**src/rtl/rng_pkg.sv**
```systemverilog
// Shared state type, LFSR tap table and parameter legality checks for rng_seq_gen.
package rng_pkg;

    typedef enum logic [1:0] {
        ST_IDLE = 2'd0,
        ST_FILL = 2'd1,
        ST_PLAY = 2'd2,
        ST_DONE = 2'd3
    } state_e;

    // Maximal-length Galois masks (right-shifting form); zero marks an unsupported width.
    function automatic logic [31:0] lfsr_taps(input int unsigned width);
        case (width)
            8:       return 32'h0000_00B8;
            16:      return 32'h0000_B400;
            32:      return 32'h8020_0003;
            default: return 32'h0000_0000;
        endcase
    endfunction

    function automatic bit params_ok(input int unsigned lfsr_w,
                                     input int unsigned digit_w,
                                     input int unsigned max_val,
                                     input int unsigned seq_len,
                                     input logic [31:0] seed);
        logic [31:0] mask;
        mask = (lfsr_w >= 32) ? 32'hFFFF_FFFF : ((32'd1 << lfsr_w) - 32'd1);
        if (lfsr_taps(lfsr_w) == 32'd0)            return 1'b0;
        if ((digit_w == 0) || (digit_w > lfsr_w))  return 1'b0;
        if (64'(max_val) >= (64'd1 << digit_w))    return 1'b0;
        if (seq_len < 2)                           return 1'b0;
        if ((seed & mask) == 32'd0)                return 1'b0;
        return 1'b1;
    endfunction

endpackage

```
**src/rtl/rng_seq_gen_if.sv**
```systemverilog
// Control, stream and read-port signals between rng_seq_gen and its neighbours.
interface rng_seq_gen_if #(
    parameter int unsigned DIGIT_W = 4,
    parameter int unsigned ADDR_W  = 3
);
    logic               button_pulse;
    logic               auth_bit;
    logic               out_ready;
    logic [ADDR_W-1:0]  rd_addr;
    logic [DIGIT_W-1:0] random_num;
    logic               enable;
    logic               busy;
    logic               seq_done;
    logic [DIGIT_W-1:0] rd_data;

    modport master (
        input  button_pulse, auth_bit, out_ready, rd_addr,
        output random_num, enable, busy, seq_done, rd_data
    );

    modport slave (
        output button_pulse, auth_bit, out_ready, rd_addr,
        input  random_num, enable, busy, seq_done, rd_data
    );
endinterface

```
**src/rtl/lfsr_core.sv**
```systemverilog
// Free-running Galois LFSR with reload of SEED if it ever reaches all zeros.
module lfsr_core
    import rng_pkg::*;
#(
    parameter int unsigned       LFSR_W = 16,
    parameter logic [LFSR_W-1:0] SEED   = LFSR_W'(32'h0000_ACE1),
    parameter int unsigned       OUT_W  = 4
) (
    input  logic             clk,
    input  logic             rst,
    output logic [OUT_W-1:0] digit
);
    localparam logic [LFSR_W-1:0] TAPS = LFSR_W'(lfsr_taps(LFSR_W));

    logic [LFSR_W-1:0] lfsr_q;
    logic [LFSR_W-1:0] lfsr_d;

    always_comb begin : step
        lfsr_d = lfsr_q >> 1;
        if (lfsr_q[0]) lfsr_d = lfsr_d ^ TAPS;
        if (lfsr_q == '0) lfsr_d = SEED;
    end

    always_ff @(posedge clk or negedge rst) begin : regs
        if (!rst) lfsr_q <= SEED;
        else      lfsr_q <= lfsr_d;
    end

    assign digit = lfsr_q[OUT_W-1:0];
endmodule

```
**src/rtl/rng_seq_gen.sv**
```systemverilog
// Fills a buffer with range-limited random digits, streams it out, and serves random reads.
// Optional: define RNG_NO_REPEAT_EN to forbid equal adjacent digits within a sequence.
module rng_seq_gen
    import rng_pkg::*;
#(
    parameter int unsigned LFSR_W  = 16,
    parameter int unsigned DIGIT_W = 4,
    parameter int unsigned MAX_VAL = 9,
    parameter int unsigned SEQ_LEN = 8,
    parameter logic [31:0] SEED    = 32'h0000_ACE1
) (
    input logic           clk,
    input logic           rst,
    rng_seq_gen_if.master bus
);
    localparam int unsigned ADDR_W = $clog2(SEQ_LEN);
    localparam int unsigned DEPTH  = 1 << ADDR_W;
    localparam logic [ADDR_W-1:0] LAST_IDX = ADDR_W'(SEQ_LEN - 1);

    if (!params_ok(LFSR_W, DIGIT_W, MAX_VAL, SEQ_LEN, SEED)) begin : g_param_error
        $error("rng_seq_gen: illegal parameter set");
    end

    logic [DIGIT_W-1:0] lfsr_digit;

    lfsr_core #(
        .LFSR_W (LFSR_W),
        .SEED   (LFSR_W'(SEED)),
        .OUT_W  (DIGIT_W)
    ) u_lfsr (
        .clk   (clk),
        .rst   (rst),
        .digit (lfsr_digit)
    );

    state_e             state_q, state_d;
    logic [ADDR_W-1:0]  idx_q, idx_d;
    // Entries at or above SEQ_LEN are never written, so out-of-range reads return 0.
    logic [DIGIT_W-1:0] buffer_q [DEPTH];
    logic [DIGIT_W-1:0] buffer_d [DEPTH];
    logic [DIGIT_W-1:0] random_num_q, random_num_d;
    logic               enable_q, enable_d;
    logic               busy_q, busy_d;
    logic               seq_done_q, seq_done_d;
    logic [DIGIT_W-1:0] rd_data_q, rd_data_d;
    logic [DIGIT_W-1:0] cand;
    logic               accept;

    always_comb begin : next_state
        state_d      = state_q;
        idx_d        = idx_q;
        buffer_d     = buffer_q;
        random_num_d = random_num_q;
        cand         = lfsr_digit;
        accept       = (cand <= DIGIT_W'(MAX_VAL));
`ifdef RNG_NO_REPEAT_EN
        if ((idx_q != '0) && (cand == buffer_q[idx_q - ADDR_W'(1)])) accept = 1'b0;
`endif
        if (!bus.auth_bit) begin
            state_d = ST_IDLE;
        end else begin
            unique case (state_q)
                ST_IDLE, ST_DONE: begin
                    if (bus.button_pulse) begin
                        state_d = ST_FILL;
                        idx_d   = '0;
                    end
                end
                ST_FILL: begin
                    if (accept) begin
                        buffer_d[idx_q] = cand;
                        if (idx_q == LAST_IDX) begin
                            state_d = ST_PLAY;
                            idx_d   = '0;
                        end else begin
                            idx_d = idx_q + ADDR_W'(1);
                        end
                    end
                end
                ST_PLAY: begin
                    if (enable_q && bus.out_ready) begin
                        if (idx_q == LAST_IDX) state_d = ST_DONE;
                        else                   idx_d   = idx_q + ADDR_W'(1);
                    end
                end
                default: state_d = ST_IDLE;
            endcase
        end

        // Outputs follow the next state so they are registered alongside it.
        busy_d     = (state_d == ST_FILL) || (state_d == ST_PLAY);
        enable_d   = (state_d == ST_PLAY);
        seq_done_d = (state_d == ST_DONE);
        if (enable_d) random_num_d = buffer_q[idx_d];
        rd_data_d  = buffer_q[bus.rd_addr];
    end

    always_ff @(posedge clk or negedge rst) begin : regs
        if (!rst) begin
            state_q      <= ST_IDLE;
            idx_q        <= '0;
            buffer_q     <= '{default: '0};
            random_num_q <= '0;
            enable_q     <= 1'b0;
            busy_q       <= 1'b0;
            seq_done_q   <= 1'b0;
            rd_data_q    <= '0;
        end else begin
            state_q      <= state_d;
            idx_q        <= idx_d;
            buffer_q     <= buffer_d;
            random_num_q <= random_num_d;
            enable_q     <= enable_d;
            busy_q       <= busy_d;
            seq_done_q   <= seq_done_d;
            rd_data_q    <= rd_data_d;
        end
    end

    assign bus.random_num = random_num_q;
    assign bus.enable     = enable_q;
    assign bus.busy       = busy_q;
    assign bus.seq_done   = seq_done_q;
    assign bus.rd_data    = rd_data_q;
endmodule

```
**src/flat_wrapper.sv**
```systemverilog
// flat-port wrapper written by rule: the top's interface ports become plain ports
module rng_seq_gen_flat import rng_pkg::*;
#(
    parameter int unsigned LFSR_W  = 16,
    parameter int unsigned DIGIT_W = 4,
    parameter int unsigned MAX_VAL = 9,
    parameter int unsigned SEQ_LEN = 8,
    parameter logic [31:0] SEED    = 32'h0000_ACE1
)
  (clk, rst, bus_button_pulse, bus_auth_bit, bus_out_ready, bus_rd_addr, bus_random_num, bus_enable, bus_busy, bus_seq_done, bus_rd_data);
  rng_seq_gen_if #(.DIGIT_W(DIGIT_W), .ADDR_W(3)) bus_i ();
  input logic clk;
  input logic rst;
  input wire logic [$bits(bus_i.button_pulse)-1:0] bus_button_pulse;
  input wire logic [$bits(bus_i.auth_bit)-1:0] bus_auth_bit;
  input wire logic [$bits(bus_i.out_ready)-1:0] bus_out_ready;
  input wire logic [$bits(bus_i.rd_addr)-1:0] bus_rd_addr;
  output wire logic [$bits(bus_i.random_num)-1:0] bus_random_num;
  output wire logic [$bits(bus_i.enable)-1:0] bus_enable;
  output wire logic [$bits(bus_i.busy)-1:0] bus_busy;
  output wire logic [$bits(bus_i.seq_done)-1:0] bus_seq_done;
  output wire logic [$bits(bus_i.rd_data)-1:0] bus_rd_data;
  assign bus_i.button_pulse = bus_button_pulse;
  assign bus_i.auth_bit = bus_auth_bit;
  assign bus_i.out_ready = bus_out_ready;
  assign bus_i.rd_addr = bus_rd_addr;
  assign bus_random_num = bus_i.random_num;
  assign bus_enable = bus_i.enable;
  assign bus_busy = bus_i.busy;
  assign bus_seq_done = bus_i.seq_done;
  assign bus_rd_data = bus_i.rd_data;
  rng_seq_gen #(.LFSR_W(LFSR_W), .DIGIT_W(DIGIT_W), .MAX_VAL(MAX_VAL), .SEQ_LEN(SEQ_LEN), .SEED(SEED)) u_core (.clk(clk), .rst(rst), .bus(bus_i));
endmodule
```
**config.mk**
```make
export PLATFORM = sky130hd
export DESIGN_NAME = rng_seq_gen_flat
export DESIGN_NICKNAME = d
export VERILOG_FILES = /design/src/rtl/rng_pkg.sv /design/src/rtl/rng_seq_gen_if.sv /design/src/rtl/lfsr_core.sv /design/src/rtl/rng_seq_gen.sv /design/src/flat_wrapper.sv
export SDC_FILE = /design/constraint.sdc
export NUM_CORES = 1
export LEC_CHECK = 0
export BUFFER_PORTS_ARGS = -buffer_cell sky130_fd_sc_hd__buf_2
export CORE_ASPECT_RATIO = 1.5
export CORE_MARGIN = 3
export CORE_UTILIZATION = 24
export DETAILED_ROUTE_END_ITERATION = 8
export PLACE_DENSITY = 0.34
export SETUP_SLACK_MARGIN = 0.5
export SLEW_MARGIN = 20
export SYNTH_ARGS = -nofsm -noshare
export SYNTH_HDL_FRONTEND = slang
export SYNTH_SLANG_ARGS = --single-unit
```
**constraint.sdc**
```tcl
create_clock -name clk -period 4.26 [get_ports clk]
set_input_delay 0.639 -clock clk [delete_from_list [all_inputs] [get_ports clk]]
set_output_delay 0.639 -clock clk [all_outputs]
set_load 0.05 [all_outputs]
```
==> key figures, run 1 <==
Timing
  – Max_slew headroom: 42.4%
  – Tcrit/Tclk final: 65.1%
  – Fmax achieved: 361 MHz
  – Tmin final: 2.77 ns
  – Clock skew: 0.00716 ns
  – # setup viols final: 0
  – Worst slew pin tran: 0.865 ns
  – Setup TNS: 0 ns
  – Final hold violation count: 0
  – RSZ-0062 raised after global routing: no
  – Final Max Tran Viols: 0

Status
  – Status: complete, no violations

Placement
  – Final HPWL DP: 5560 microns
  – GPL Wtd Cong: 0.732
  – Port bufs: 18
  – Inst Count DP: 385

Critical path
  – Worst Path Buf+Inv: 1
  – Setup crit end kind: register
  – Biggest cell delay along the critical path: 0.59 ns
  – Critical Path Start Type: register
  – Reg2reg path depth: 7
  – CP Max Fanout: 12
  – Cell Chain, Critical Path: o21ai_0 > a21oi_1 > o32a_2 > inv_4 > mux4_2 > nor2b_1 > a221o_1
  – R2r endpoint: u_core.bus.random_num[1]
  – Flop-to-flop setup slack: 1.49 ns
  – Critical path's top delay family: compound AO/OA/AOI/OAI gates
  – WP data required: 4.47 ns
  – Critical path type: register to register
  – Worst path slowest cell: o21ai_0
  – Worst Path Arrival: 2.98 ns
  – R2R Path Start: u_core.u_lfsr.lfsr_q[1]

Yosys
  – Synth cell types: 36
  – Synth top area share: 46.1%
  – Cell count after synthesis: 227
  – Area leader, netlist: dfrtp_1
  – Number of synthesized flops with an enable pin: 0
  – Post-synth ARST share: 100%
  – Commonest register cell after synthesis: dfrtp_1
  – Synthesized area per cell: 13.4 sq um
  – Warnings from Yosys: 0
  – Synth top area cells: dfrtp_1 (46%), mux2_2 (13%), mux4_2 (7.4%)
  – Post-Syn Area: 3040 sq um
  – Syn_nets: 243
  – Register area share after synthesis: 53.0%
  – Most common cell in the synthesized netlist: dfrtp_1
  – #FFs+latches synth: 64
  – Most instantiated cells after synthesis: dfrtp_1 (56), mux2_2 (36), clkbuf_1 (13), inv_1 (13)

Clock tree
  – CTS tree: built
  – Root Driver: clkbuf_16
  – CTS Sinks: 64
  – Max Root-Sink Buffers: 2
  – Postcts setup bufs: 0
  – Post-CTS Hold Fix Bufs: 0
  – Skew-Pair Late Insertion Delay: 0.33 ns
  – CTS resizes: 0
  – H-Tree Level Count: 3
  – Reg clk slew, reported paths: 0.05 ns
  – Num CTS Buffers: 9

Hold path
  – Hold Path Origin: u_core.u_lfsr.lfsr_q[4]
  – Hold Path Depth: 0
  – Hold Path Sink: u_core.u_lfsr.lfsr_q[3]
  – Min-delay worst type: register to register

Power and ir drop
  – Part of the power in combinational logic: 7.4%
  – Psw: 331 uW
  – Power density cells: 401 nW/um^2
  – Internal cell power: 1090 uW
  – Clock share of power: 47.5%
  – Flop pwr share: 45.0%
  – Lkg Pwr: 0.00163 uW
  – Maximum vdd ir drop: 0.181 mV
  – Switching Fraction: 23.2%

Global routing
  – First-pass GRT wire length: 12300 microns
  – GRT Util Overall: 11.8%
  – Largest net degree at the start of global routing: 65
  – Antenna violations before repair: 0
  – Grt total ovfl: 0
  – Vias in the first global route: 2092

Routing
  – Iteration-0 DRC Markers: 97
  – Met3 Routed Length: 226 microns
  – DRT Wirelength: 7680 microns
  – DR pass1 iterations: 4
  – Met2 WL: 4170 microns
  – Highest metal used: met4
  – WL/cell: 19.2 microns
  – Final antenna-violating net count: 0
  – Detailed-route via count: 1855
  – Avg Vias per Cell: 4.64
  – Post-route DRC: 0
  – Metal-1 WL: 3000 microns

Die
  – Core ar.: 12200 sq um
  – # IOs: 19
  – Die W: 97.9 microns
  – Die area: 14100 sq um
  – Initial Utilization: 24.9%
  – Num rows: 49
  – Die Ht: 144 microns

Layout
  – Area growth syn-to-layout: 16.8%
  – Nets: 259
  – Share of layout cells above drive strength 1: 36.8%
  – Antenna fix cells: 0
  – Finished Layout Cells: 400

Job
  – Max-cap violations: 0
==> sequential cells by signal (all words and copies together), names as in the netlist <==
signal,flops
u_core.idx_q,3
u_core.state_q,2
u_core.u_lfsr.lfsr_q,16
u_core.bus.rd_data,4
u_core.bus.seq_done,1
u_core.bus.random_num,4
u_core.bus.busy,1
u_core.bus.enable,1
u_core.buffer_q,32
==> layer usage <==
| metal | vias to the layer above | global-route usage (%) |
|---|---|---|
| li1 | 860 | - |
| met1 | 946 | 12.8 |
| met2 | 33 | 21.1 |
| met3 | 16 | 2.77 |
| met4 | 0 | 6.35 |
| met5 | - | 0 |
==> cells by family (layout without fill, tap and decap cells) <==
| family | after synthesis | count (layout) | share of synthesized area, % |
|---|---|---|---|
| AO/OA/AOI/OAI | 23 | 23 | 6.29 |
| XOR/XNOR | 3 | 3 | 0.864 |
| adder cells (fa/ha/maj) | 8 | 8 | 3.29 |
| buffers and inverters | 29 | 49 | 3.74 |
| flip-flops | 64 | 64 | 53.0 |
| multiplexers | 55 | 55 | 25.3 |
| AND/OR/NAND/NOR | 45 | 45 | 7.53 |
==> placed cells by master, fill, tap and decap left out, types with 6 or more instances in the layout <==
cell / n
nand2_1: 10
mux2_2: 36
mux4_2: 10
dfrtp_1: 56
ha_1: 8
mux2i_1: 6
dfstp_2: 8
nor2_1: 8
nand2b_1: 8
clkbuf_16: 9
buf_2: 18
inv_1: 13
==> stage by stage <==
stage	worst slack, ns	power (uW)	utilization [%]	hold WS, ns	area (sq um)
after detailed placement	1.52	761	26.9	0.372	3280
after floorplan	1.78	720	-	0.343	3040
after global routing	1.29	1490	29.1	0.400	3550
after global placement	1.53	762	26.9	0.376	3280
after CTS	1.51	1450	29.1	0.391	3550
final	1.49	1430	29.1	0.385	3550
==> worst max path at each step <==
stage / start / end / slack (ns) / cells past startpoint
global route: u_core.u_lfsr.lfsr_q[2] / u_core.bus.random_num[1] / 1.29 / 8
floorplan: u_core.state_q[0] / u_core.bus.random_num[1] / 1.78 / 8
detailed placement: u_core.u_lfsr.lfsr_q[2] / u_core.bus.random_num[1] / 1.52 / 7
finish: u_core.u_lfsr.lfsr_q[1] / u_core.bus.random_num[1] / 1.49 / 7
CTS: u_core.u_lfsr.lfsr_q[2] / u_core.bus.random_num[1] / 1.51 / 7
global placement: u_core.u_lfsr.lfsr_q[2] / u_core.bus.random_num[1] / 1.53 / 8
==> cell type report <==
type	instances	area (sq um)
clock buffer	12	256
clock inverter	3	17.5
fill	1245	8650
inverter	14	55.1
multi-input combinational	134	1320
sequential	64	1610
tap	153	191
timing repair buffer	20	105
==> power groups by stage <==
stage / Clock (uW) / Sequential (uW) / Combinational [uW]
after CTS: 699 / 642 / 109
after detailed placement: 0 / 653 / 108
after floorplan: 0 / 661 / 59.1
after global placement: 0 / 654 / 109
after global routing: 733 / 645 / 116
final: 678 / 642 / 106
Power figures use the tool's default switching activity.
==> run 2: changes to the inputs <==
ABC_AREA = 1   (was default)
clock period = 2.9 ns   (was 4.26 ns; I/O delays follow)
==> run 2 against run 1 <==
  * Fmax up 25%
  * Critical path depth up 5
  * Wire length up 18%
  * First-iteration DRC count up 27%
  * Clock-buffer cell count down 2
  * Sequential power up 48%
  * Non-clock buffer count up 3
  * Area after synthesis up 6.3%
  * Final area up 8.8%
  * Synthesized cell count up 74%
  * Largest power group unchanged
==> key figures, run 2 <==
Layout
  – Max reg flops: 32 (unchanged)
  – Design Area, Final: 3860 sq um (+8.8%)
  – Filler cell count: 1362 (+9.4%)
  – Nets: 432 (+67%)
  – Leading cell type in the layout, fill and taps excluded: nand2_1
  – Area of the multi-input gates: 1350 sq um (+2.4%)
  – Largest reg by FF count: u_core.buffer_q
  – Share of layout cells above drive strength 1: 17.3% (-20 points)
  – Reg area: 1610 sq um (unchanged)
  – Antenna fix cells: 0 (unchanged)
  – Largest regs: u_core.buffer_q x32, u_core.u_lfsr.lfsr_q x16
  – Area growth syn-to-layout: 19.5%
  – Final Util: 29.5% (+0.42 points)
  – Commonest cells after routing, fill and taps aside: nand2_1 (101), dfrtp_1 (56), inv_1 (53)

Routing
  – DRT Wirelength: 9050 microns (+18%)
  – Detailed-route via count: 2612 (+41%)
  – Post-route DRC: 0 (unchanged)
  – WL/cell: 15.6 microns (-19%)
  – Avg Vias per Cell: 4.50 (-2.9%)
  – Iteration-0 DRC Markers: 123 (+27%)
  – DR pass1 iterations: 4 (unchanged)
  – Final antenna-violating net count: 0 (unchanged)

Critical path
  – R2R Path Start: u_core.idx_q[0]
  – Critical path type: register to register
  – CP Max Fanout: 5 (-7)
  – Worst Path Arrival: 2.49 ns (-0.49 ns)
  – WP data required: 3.17 ns (-1.30 ns)
  – Setup crit end kind: register
  – Critical Path Start Type: register
  – Crit path from: u_core.idx_q[0]

Global routing
  – Antenna violations before repair: 0 (unchanged)
  – Grt total ovfl: 0 (unchanged)
  – GRT Util Overall: 12.6% (+0.79 points)
  – Vias in the first global route: 2550 (+22%)
  – First-pass GRT wire length: 14300 microns (+16%)
  – Largest net degree at the start of global routing: 65 (unchanged)

Yosys
  – Number of synthesized flops with an enable pin: 0 (unchanged)
  – Synth cell types: 33 (-8.3%)
  – Synthesized area per cell: 8.21 sq um (-39%)
  – Cell count after synthesis: 394 (+74%)
  – Warnings from Yosys: 0 (unchanged)
  – Synth top area share: 43.3% (-2.7 points)
  – Post-synth ARST share: 100% (unchanged)
  – Syn_nets: 410 (+69%)
  – Register area share after synthesis: 49.8% (-3.1 points)
  – #FFs+latches synth: 64 (unchanged)
  – Area leader, netlist: dfrtp_1
  – Most instantiated cells after synthesis: nand2_1 (101), dfrtp_1 (56), inv_1 (54)
  – Commonest register cell after synthesis: dfrtp_1
  – Synth top area cells: dfrtp_1 (43%), nand2_1 (12%), nand3_1 (7.0%)
  – Most common cell in the synthesized netlist: nand2_1
  – Post-Syn Area: 3230 sq um (+6.3%)

Timing
  – # setup viols final: 0 (unchanged)
  – Max_slew headroom: 43.2% (+0.81 points)
  – Tcrit/Tclk final: 76.6% (+11 points)
  – Clock skew: 0.00720 ns (+0.0000425 ns)
  – RSZ-0062 raised after global routing: no
  – Final hold violation count: 0 (unchanged)
  – Fmax achieved: 450 MHz (+25%)
  – Final Max Tran Viols: 0 (unchanged)
  – Tmin final: 2.22 ns (-0.553 ns)
  – Final worst slack: 0.680 ns (-0.807 ns)
  – Setup TNS: 0 ns (unchanged)
  – Worst slew pin tran: 0.852 ns (-0.0122 ns)

Clock tree
  – CTS tree: built
  – Reg clk slew, reported paths: 0.06 ns (about the same)
  – Skew-Pair Late Insertion Delay: 0.33 ns (about the same)
  – H-Tree Level Count: 3 (unchanged)
  – Post-CTS Hold Fix Bufs: 0 (unchanged)
  – CTS Sinks: 64 (unchanged)
  – Root Driver: clkbuf_16
  – Max Root-Sink Buffers: 2 (unchanged)
  – Num CTS Buffers: 9 (unchanged)

Power and ir drop
  – Internal cell power: 1860 uW (+70%)
  – Tot Pwr: 2440 uW (+71%)
  – Clock share of power: 52.3% (+4.8 points)
  – Power density cells: 632 nW/um^2 (+58%)
  – Switching Fraction: 23.8% (+0.52 points)
  – Psw: 581 uW (+75%)
  – Flop pwr share: 38.9% (-6.1 points)
  – Part of the power in combinational logic: 8.8% (+1.4 points)
  – Maximum vdd ir drop: 0.222 mV (+23%)
  – Lkg Pwr: 0.00181 uW (+11%)

Placement
  – Port bufs: 18 (unchanged)
  – Pre-CTS WS: 0.528 ns (-0.987 ns)
  – GPL Wtd Cong: 0.800 (+9.3%)
  – DP Area: 3460 sq um (+5.4%)
  – Final HPWL DP: 6730 microns (+21%)

Die
  – Die Ht: 148 microns (+3.0%)
  – Initial Utilization: 24.7% (-0.22 points)
  – # IOs: 19 (unchanged)
  – Core ar.: 13100 sq um (+7.2%)
  – Die W: 101 microns (+2.9%)
  – Num rows: 51 (+4.1%)
  – Die area: 14900 sq um (+6.0%)

Job
  – Max-cap violations: 0 (unchanged)

Status
  – Status: complete, no violations

Hold path
  – Min-delay worst type: input port to asynchronous set/reset pin
run 2: changes by cell type after synthesis, sizes merged, moves of 6 or more:
cell	delta
inv	+44
mux2	-36
a21oi	+13
nand3	+43
nand2	+104
o21ai	+43
nand2b	-8
mux4	-13
mux2i	-6
run 2: logic make-up (layout without fill, tap and decap cells):
family | after synthesis | after routing | share of synthesized area, %
xor gates and xnor gates | 3 | 3 | 0.813
and+or+nand+nor | 173 | 175 | 24.4
adders and majority gates | 8 | 8 | 3.10
AOI/OAI and AO/OA | 73 | 73 | 12.5
buffers and inverters | 73 | 98 | 9.33
DFF | 64 | 64 | 49.8
run 2: cell type report:
class                           instances  share of cell area, %
Sequential cell                        64                   41.7
Clock inverter                          6                   2.98
Inverter                               59                   5.73
Clock buffer                           10                   6.18
Timing Repair Buffer                   23                   3.40
Tap cell                              159                   5.15
Multi-Input combinational cell        259                   34.9
run 2: final timing paths:
kind	slack [ns]	endpoint	cells past startpoint
max	0.68	u_core.bus.random_num[1]	12
min	0.28	u_core.buffer_q[12]	2
max reg2reg	0.68	u_core.bus.random_num[1]	12
min reg2reg	0.39	u_core.u_lfsr.lfsr_q[3]	0
max in group asynchronous	2.05	u_core.bus.seq_done	2
min in group clk	0.39	u_core.u_lfsr.lfsr_q[3]	0
run 2: stage by stage:
stage,cells,hold WS (ns)
6_report,580,0.284
5_1_grt,580,0.370
4_1_cts,575,0.346
3_5_place_dp,559,0.371
3_3_place_gp,559,0.375
2_1_floorplan,394,0.139
run 2: repair_timing:
action | 4_1_cts | 5_1_grt
setup buffers | 0 | 3
endpoints found under the setup margin | 0 | 4
gates resized for setup | 0 | 4
run 2: power by group through the flow:
stage	Combinational, uW	Sequential (uW)	Clock [uW]
final	215	951	1280
after global routing	247	956	1340
after CTS	213	951	1310
after detailed placement	212	966	0
after global placement	213	967	0
after floorplan	124	985	0
run 2: layer usage:
layer	wire [microns]	share of wire, %	global-route usage (%)
met1	3820	42	15.2
met2	4770	53	21.6
met3	237	2.6	2.16
met4	227	2.5	5.53
met5	0	0	0
run 2: worst max-delay path, cell delays in order, from the launching register on:
cell and delay [ns]:
dfrtp_1 0.42, ha_1 0.20, ha_2 0.20, inv_2 0.05, ha_1 0.31, o21ai_4 0.21
nand2_4 0.14, buf_4 0.17, nand3_1 0.07, nand3_1 0.08, nand3_1 0.14, nand3_1 0.11
nand2_1 0.07
==> run 3: changes to the inputs <==
PLACE_DENSITY = 0.36   (was 0.34)
clock period = 2 ns   (was 2.9 ns; I/O delays follow)
==> run 3 against run 2 <==
  * Clock power up 45%
  * Worst hold slack better by 0.038 ns
  * The flow now finishes with violations (negative setup slack)
  * Die area unchanged
  * Critical endpoint unchanged
==> key figures, run 3 (synthesized netlist as in run 2, its figures left out) <==
Layout
  – Max reg flops: 32 (unchanged)
  – Filler cell count: 1357 (-0.37%)
  – Final Util: 34.2% (+4.7 points)
  – Commonest cells after routing, fill and taps aside: nand2_1 (88), dfrtp_1 (54), inv_1 (48)
  – Share of layout cells above drive strength 1: 33.1% (+16 points)
  – Design Area, Final: 4470 sq um (+16%)
  – Area of the multi-input gates: 1610 sq um (+20%)
  – Largest regs: u_core.buffer_q x32, u_core.u_lfsr.lfsr_q x16
  – Reg area: 1610 sq um (+0.16%)
  – Antenna fix cells: 0 (unchanged)
  – Largest reg by FF count: u_core.buffer_q
  – Area growth syn-to-layout: 38.4%
  – Nets: 464 (+7.4%)
  – Leading cell type in the layout, fill and taps excluded: nand2_1

Die
  – # IOs: 19 (unchanged)
  – Die Ht: 148 microns (unchanged)
  – Die W: 101 microns (unchanged)
  – Die area: 14900 sq um (unchanged)
  – Core ar.: 13100 sq um (unchanged)
  – Num rows: 51 (unchanged)
  – Initial Utilization: 24.7% (unchanged)

Timing
  – RSZ-0062 raised after global routing: yes
  – Final hold violation count: 0 (unchanged)
  – Final Max Tran Viols: 0 (unchanged)
  – Fmax achieved: 492 MHz (+9.3%)
  – Tcrit/Tclk final: 102% (+25 points)
  – Final hold slack: 0.322 ns (+0.0383 ns)
  – Tmin final: 2.03 ns (-0.189 ns)
  – Worst slew pin tran: 0.456 ns (-0.396 ns)
  – Clock skew: 0.00466 ns (-0.00254 ns)
  – # setup viols final: 4 (+4)
  – Final worst slack: -0.0310 ns (-0.711 ns)
  – Max_slew headroom: 69.6% (+26 points)
  – Setup TNS: -0.0529 ns (-0.0529 ns)

Global routing
  – First-pass GRT wire length: 15000 microns (+5.3%)
  – GRT Util Overall: 13.4% (+0.79 points)
  – Largest net degree at the start of global routing: 44 (-32%)
  – Antenna violations before repair: 0 (unchanged)
  – Grt total ovfl: 0 (unchanged)
  – Vias in the first global route: 2747 (+7.7%)

Routing
  – Final antenna-violating net count: 0 (unchanged)
  – Avg Vias per Cell: 4.50 (about the same)
  – Iteration-0 DRC Markers: 156 (+27%)
  – DRT Wirelength: 9600 microns (+6.1%)
  – Detailed-route via count: 2757 (+5.6%)
  – WL/cell: 15.7 microns (+0.54%)
  – Post-route DRC: 0 (unchanged)
  – DR pass1 iterations: 4 (unchanged)

Clock tree
  – CTS Sinks: 64 (unchanged)
  – CTS tree: built
  – Root Driver: clkbuf_16
  – H-Tree Level Count: 3 (unchanged)
  – Max Root-Sink Buffers: 2 (unchanged)
  – Num CTS Buffers: 9 (unchanged)
  – Reg clk slew, reported paths: 0.06 ns (about the same)
  – Skew-Pair Late Insertion Delay: 0.33 ns (about the same)

Critical path
  – R2R Path Start: u_core.idx_q[1]
  – Flop-to-flop setup slack: -0.03 ns (-0.71 ns)
  – CP Max Fanout: 6 (+1)
  – Reg2reg path depth: 16 (+4)
  – Worst Path Arrival: 2.25 ns (-0.24 ns)
  – Critical Path Start Type: register
  – R2r endpoint: u_core.bus.random_num[1]
  – WP data required: 2.22 ns (-0.95 ns)
  – Crit path from: u_core.idx_q[1]
  – Critical path type: register to register
  – Setup crit end kind: register

Status
  – Status: finished with violations
  – Failing checks: negative setup slack

Power and ir drop
  – Tot Pwr: 3630 uW (+48%)
  – Power density cells: 810 nW/um^2 (+28%)
  – Lkg Pwr: 0.00214 uW (+18%)
  – Maximum vdd ir drop: 0.373 mV (+68%)

Hold path
  – Hold Path Depth: 3
  – Hold Path Sink: u_core.state_q[0]
  – Min-delay worst type: input port to register
  – Hold Path Origin: bus_auth_bit

Job
  – Max-cap violations: 0 (unchanged)

Placement
  – DP Area: 3650 sq um (+5.7%)
  – Port bufs: 18 (unchanged)
  – Final HPWL DP: 7170 microns (+6.5%)
  – GPL Wtd Cong: 0.742 (-7.3%)
==> run 3: changes by cell type in the layout (fill, tap and decap cells not counted), moves of 5 or more <==
cell,change
ha_4,+5
inv_1,-5
nand2_4,+12
buf_12,+5
nand3_1,-15
ha_1,-5
buf_4,+21
nand2_1,-13
nand3_2,+14
==> run 3: report_power, final <==
part	internal, uW	switching (uW)	total, uW	leakage, uW
clock network	1260	597	1850	0.000169
registers	1350	33.2	1380	0.000824
logic	145	246	391	0.00115
==> run 3: repair_timing <==
action,4_1_cts,5_1_grt
cloned,1,2
setup buffers,7,10
pin swaps,13,30
hold buffers,1,0
gates resized for setup,35,30
endpoints found under the hold margin,10,0
setup endpoints to repair,43,44
==> run 3: critical path: stages, from the launching register on <==
cell	delay, ns
dfrtp_1	0.40
ha_2	0.21
ha_4	0.17
inv_4	0.06
ha_4	0.13
nand2_2	0.04
inv_2	0.05
nand3_2	0.06
o21ai_2	0.08
nand2_4	0.16
buf_12	0.17
nand3_1	0.07
nand2_1	0.05
nand2_1	0.05
nand3_1	0.08
nand3_2	0.08
nand2_1	0.05
==> run 3: layer usage <==
metal	up-vias	track usage (%)	part of all wire [%]
li1	1392	-	-
met1	1318	15.7	41
met2	34	23.5	55
met3	13	2.21	2.4
met4	0	5.80	2.0
met5	-	0	0
==> run 3: metrics by stage <==
stage | instances | worst slack, ns
5_1_grt | 612 | -0.132
6_report | 612 | -0.0310
2_1_floorplan | 394 | 0.0972
3_3_place_gp | 575 | -0.0526
4_1_cts | 600 | 0.00356
3_5_place_dp | 575 | -0.0589
==> run 3: layout make-up <==
class	instances	share of cell area [%]
clock buffers	10	5.34
clock inverters	6	2.57
inverters	59	5.01
multi-input cells	259	36.1
flip-flops and latches	64	36.1
well taps	159	4.45
repair buffers	55	10.5
==> run 3: worst max path at each step <==
stage | endpoint | slack, ns | cells after the start
6_report | u_core.bus.random_num[1] | -0.03 | 16
5_1_grt | u_core.bus.random_num[2] | -0.13 | 14
4_1_cts | u_core.bus.random_num[0] | 0.004 | 16
3_5_place_dp | u_core.bus.random_num[2] | -0.06 | 16
3_3_place_gp | u_core.bus.random_num[2] | -0.05 | 16
2_1_floorplan | u_core.bus.random_num[0] | 0.1 | 16
